`src/rtl/pe_cluster_sched.sv`:
```
// pe_cluster_sched: loads a weight then an activation stream into a PE cluster, starts it,
// and drains the captured column psums; load and compute waits are guarded by a watchdog.
module pe_cluster_sched #(
    parameter int DATA_WIDTH = 16,
    parameter int X_dim      = 3,
    parameter int W_COUNT    = 9,
    parameter int A_COUNT    = 25,
    parameter int TIMEOUT    = 1023
) (
    input  logic                        clk,
    input  logic                        reset,
    input  logic                        cfg_start,
    output logic                        busy,
    input  logic [DATA_WIDTH-1:0]       in_data,
    input  logic                        in_valid,
    output logic                        in_ready,
    output logic [DATA_WIDTH-1:0]       filt_out,
    output logic [DATA_WIDTH-1:0]       act_out,
    output logic                        load_en_wght,
    output logic                        load_en_act,
    output logic                        start,
    input  logic                        cl_load_done,
    input  logic                        cl_compute_done,
    input  logic [X_dim*DATA_WIDTH-1:0] cl_pe_out,
    output logic [DATA_WIDTH-1:0]       res_data,
    output logic                        res_valid,
    input  logic                        res_ready,
    output logic                        res_last,
    output logic                        done,
    output logic                        error
);
    localparam int MAXC = W_COUNT > A_COUNT ? W_COUNT : A_COUNT;
    localparam int CW   = $clog2(MAXC + 1);
    localparam int TW   = $clog2(TIMEOUT + 1);
    localparam int IW   = X_dim > 1 ? $clog2(X_dim) : 1;

    typedef enum logic [3:0] {IDLE, LOAD_W, LOAD_A, WAIT_LOAD, START, WAIT_COMP, DRAIN, DONE, ERR} state_t;

    state_t                state, nxt;
    logic [CW-1:0]         cnt;
    logic [TW-1:0]         wd;
    logic [IW-1:0]         idx;
    logic [DATA_WIDTH-1:0] bank [X_dim];
    logic                  err_q;
    logic                  beat, wd_exp, last_w, last_a, last_col;

    assign beat     = in_valid & in_ready;
    assign wd_exp   = wd == TW'(TIMEOUT - 1);
    assign last_w   = cnt == CW'(W_COUNT - 1);
    assign last_a   = cnt == CW'(A_COUNT - 1);
    assign last_col = idx == IW'(X_dim - 1);
    assign error    = err_q;

    always_ff @(posedge clk or negedge reset)
        if (!reset) state <= IDLE;
        else        state <= nxt;

    // a done level seen on the timeout cycle wins over the watchdog
    always_comb begin
        nxt = state;
        case (state)
            IDLE:      nxt = cfg_start ? LOAD_W : IDLE;
            LOAD_W:    nxt = beat && last_w ? LOAD_A : LOAD_W;
            LOAD_A:    nxt = beat && last_a ? WAIT_LOAD : LOAD_A;
            WAIT_LOAD: nxt = cl_load_done ? START : wd_exp ? ERR : WAIT_LOAD;
            START:     nxt = WAIT_COMP;
            WAIT_COMP: nxt = cl_compute_done ? DRAIN : wd_exp ? ERR : WAIT_COMP;
            DRAIN:     nxt = res_ready && last_col ? DONE : DRAIN;
            default:   nxt = IDLE;
        endcase
    end

    always_comb begin
        busy      = state != IDLE;
        in_ready  = state == LOAD_W || state == LOAD_A;
        start     = state == START;
        res_valid = state == DRAIN;
        res_data  = res_valid ? bank[idx] : '0;
        res_last  = res_valid && last_col;
        done      = state == DONE || state == ERR;
    end

    always_ff @(posedge clk or negedge reset) begin
        if (!reset) begin
            cnt          <= '0;
            wd           <= '0;
            idx          <= '0;
            err_q        <= 1'b0;
            filt_out     <= '0;
            act_out      <= '0;
            load_en_wght <= 1'b0;
            load_en_act  <= 1'b0;
            for (int i = 0; i < X_dim; i++) bank[i] <= '0;
        end else begin
            load_en_wght <= state == LOAD_W && beat;
            load_en_act  <= state == LOAD_A && beat;
            if (state == LOAD_W && beat) filt_out <= in_data;
            if (state == LOAD_A && beat) act_out <= in_data;
            cnt <= nxt != state ? '0 : cnt + CW'(beat);
            wd  <= nxt != state || !(state == WAIT_LOAD || state == WAIT_COMP) ? '0 : wd + 1'b1;
            idx <= state != DRAIN ? '0 : res_ready ? idx + 1'b1 : idx;
            if (state == IDLE && cfg_start) err_q <= 1'b0;
            else if (nxt == ERR)            err_q <= 1'b1;
            if (state == WAIT_COMP && cl_compute_done)
                for (int i = 0; i < X_dim; i++) bank[i] <= cl_pe_out[i*DATA_WIDTH +: DATA_WIDTH];
        end
    end
endmodule

```
`config.mk`:
```
export PLATFORM = sky130hd
export DESIGN_NAME = pe_cluster_sched
export DESIGN_NICKNAME = d
export VERILOG_FILES = /design/src/rtl/pe_cluster_sched.sv
export SDC_FILE = /design/constraint.sdc
export NUM_CORES = 1
export LEC_CHECK = 0
export ABC_AREA = 1
export CORE_MARGIN = 2
export CORE_UTILIZATION = 48
export DETAILED_ROUTE_END_ITERATION = 8
export PLACE_DENSITY_LB_ADDON = 0.2
export SLEW_MARGIN = 20
export SYNTH_ARGS = -nofsm -noshare
export SYNTH_HDL_FRONTEND = slang
export SYNTH_SLANG_ARGS = --single-unit
```
`constraint.sdc`:
```
create_clock -name clk -period 1.98 [get_ports clk]
set_input_delay 0.198 -clock clk [delete_from_list [all_inputs] [get_ports clk]]
set_output_delay 0.198 -clock clk [all_outputs]
set_load 0.1 [all_outputs]
```
==> metrics <==
Lkg Pwr=3.22 nW; Slew HR=0.622; most frequent cells in the layout=nand2_1 (257), dfrtp_1 (100), clkdlybuf4s50_1 (69); gr usage total=0.230; max-cap violation count=0; Die Ht=103 microns; part of the power in combinational logic=0.564; critical setup path kind=reg -> out; first-pass GRT wire length=19000 microns; synth-to-layout area growth=43.7%; clock power share=0.121; area fraction of the dominant cell type after synthesis=0.552; CTS tree=yes; ys flop type=dfrtp_1; I/O Buffers=127; core area=0.00964 sq mm; internal power=5.05 mW; Cell Area, Synth=0.00472 sq mm; Setup crit end kind=primary output; synthesized flop and latch total=104; placed insts=827; vias=4132; status=complete, no violations; Least-Margin Pin Slew=567 ps; asr flop ratio synth=1.00; clock skew=15.5 ps; Clk Tree Root Cell=clkbuf_8; critical path launch point type=register; number of global-route vias before repair=4079; Avg Cell Area, Syn=8.17 sq um; synth unique cells=30; Filler cells=791; Net Sw Frac=0.531; min cycle time layout=1900 ps; final core occ=0.703; Yosys Warn Count=0; Slew Limit Fails=0; Sw Pwr=5.71 mW; Layout Nets=787; first-pass detailed-route iteration total=4; Pwr Density=1590 mW/mm^2; Synth area leaders=dfrtp_1 (55%), nand2_1 (21%), a21oi_1 (3.8%); sequential share of the synthesized area=0.552; most common cell after layout, fill and taps aside=nand2_1; Clock Latency Late Sink=380 ps; DR vias/cell=4.87; IO Pins=128; hold_ws=355 ps; Clock Pin Slew Worst Setup and Hold Paths=100 ps; fin crit share=0.961; Longest Clk Path Bufs=2; gr ovfl total=0; DR WL/cell=14.0 microns; Layout Cells excl Fill=849; final hold vios=0; VDD IR max=1.78 mV; Worst Path Arrival=1710 ps; Die X-Extent=103 microns; HPWL Detailed=8470 microns; largest net degree at the start of global routing=105; Starting Density=0.489; Post-DRT Antenna Nets=0; Crit Path Max Fanout=19; final wirelength=11900 microns; EDFF count, synth=0; Fmax=525 MHz; RD Place Congestion=0.844; syn_nets=653; worst hold path type=in -> reg; RSZ-0062 raised after global routing=yes; synthesized instance count=577; final setup violating endpoints=0; FP Rows=36; Data required, critical path=1780 ps; sequential share of power=0.314; Iter 0 DRT Violations=120; DRC violations left=0; cell type with the largest total area after synthesis=dfrtp_1; Num CTS Buffers=9; DIE AREA=0.0106 sq mm; antenna violations before repair=0; CTS sink cnt=104; Antenna Cells=0; CTS H-tree lvls=3; share of cells above drive strength 1=0.204
[cells by family (layout without fill, tap and decap cells)]
| family | Yosys count | in the layout | synth area share |
|---|---|---|---|
| AND/OR/NAND/NOR | 325 | 325 | 0.286 |
| flip-flops | 104 | 104 | 0.552 |
| AO/OA/AOI/OAI | 73 | 73 | 0.0796 |
| buffers and inverters | 64 | 203 | 0.0581 |
| XOR/XNOR | 6 | 6 | 0.0111 |
| adder cells (fa/ha/maj) | 5 | 5 | 0.0133 |
[stage by stage]
stage               setup TNS [ps]  area (sq um)  worst slack [ps]  total power [mW]
CTS                              0          6720              9.72              10.8
global placement                 0          6490               208              9.34
finish                           0          6780              76.8              10.8
global route                 -39.2          6780             -21.4              11.4
floorplan                    -3930          4940              -304              7.82
detailed placement               0          6490               146              9.45
[cells in the mapped netlist, types with 3 or more instances]
library cell  number
dfrtp_1          104
o21ai_1           12
nor2_4             4
nand2_2            3
nand3_1           18
nor2_2             8
o21ai_0           21
nor3b_1            4
nor2_1            23
a21oi_1           36
inv_1             34
xor2_1             5
nand2_1          259
buf_2              6
clkbuf_1           8
inv_2              7
ha_1               5
buf_4              7
[state kept, by name, indices dropped and copies added, names as in the netlist]
register      cells
bank             48
act_out          16
filt_out         16
wd               10
cnt               5
state             4
idx               2
error             1
load_en_act       1
load_en_wght      1
[layout make-up]
class / instances / area (sq um) / area share
Clock buffer: 9 / 124 / 0.0183
Clock inverter: 7 / 68.8 / 0.0102
Inverter: 42 / 170 / 0.0251
Multi-Input combinational cell: 409 / 2060 / 0.305
Sequential cell: 104 / 2610 / 0.385
Tap cell: 133 / 166 / 0.0246
Timing Repair Buffer: 145 / 1580 / 0.233
[power groups by stage]
stage / Sequential (mW) / Combinational, mW / Clock, mW
floorplan: 5.35 / 2.47 / 0
global placement: 3.36 / 5.98 / 0
detailed placement: 3.39 / 6.06 / 0
CTS: 3.37 / 6.08 / 1.35
global route: 3.46 / 6.48 / 1.42
finish: 3.38 / 6.07 / 1.31
[routing by layer]
metal | up-vias | global-route usage | wire [microns]
met5 | - | 0 | 0
met4 | 0 | 0.0597 | 169
met3 | 14 | 0.0515 | 549
met2 | 91 | 0.394 | 6010
met1 | 1957 | 0.296 | 5160
li1 | 2070 | - | -
[worst max-delay path, cell delays in order, from the launching register on]
cell and delay, ps:
dfrtp_2 460, inv_6 90, buf_8 170, a21oi_2 150
o21ai_2 90, a21oi_4 180, buf_12 190
[path summary, 6_finish.rpt]
path | from | to | slack, ps | cells past startpoint
min | cl_pe_out[40] | bank[8]$_DFFE_PN0P_ | 350 | 3
max reg2reg | state[2]$_DFF_PN0_ | cnt[4]$_DFF_PN0_ | 180 | 10
min in group asynchronous | reset | bank[41]$_DFFE_PN0P_ | 410 | 3
max | idx[0]$_DFFE_PN0P_ | res_data[11] | 80 | 6
min reg2reg | bank[18]$_DFFE_PN0P_ | bank[18]$_DFFE_PN0P_ | 480 | 2
max in group asynchronous | reset | idx[0]$_DFFE_PN0P_ | 1110 | 3
[repair_timing]
action / in CTS / in global routing
buffers inserted: 1 / 4
setup endpoints to repair: 17 / 17
pin swaps: 1 / 2
hold buffers: 1 / 0
gates resized for setup: 9 / 16
hold endpoints to repair: 104 / 0
No activity file was read; power rests on OpenSTA's default activity.
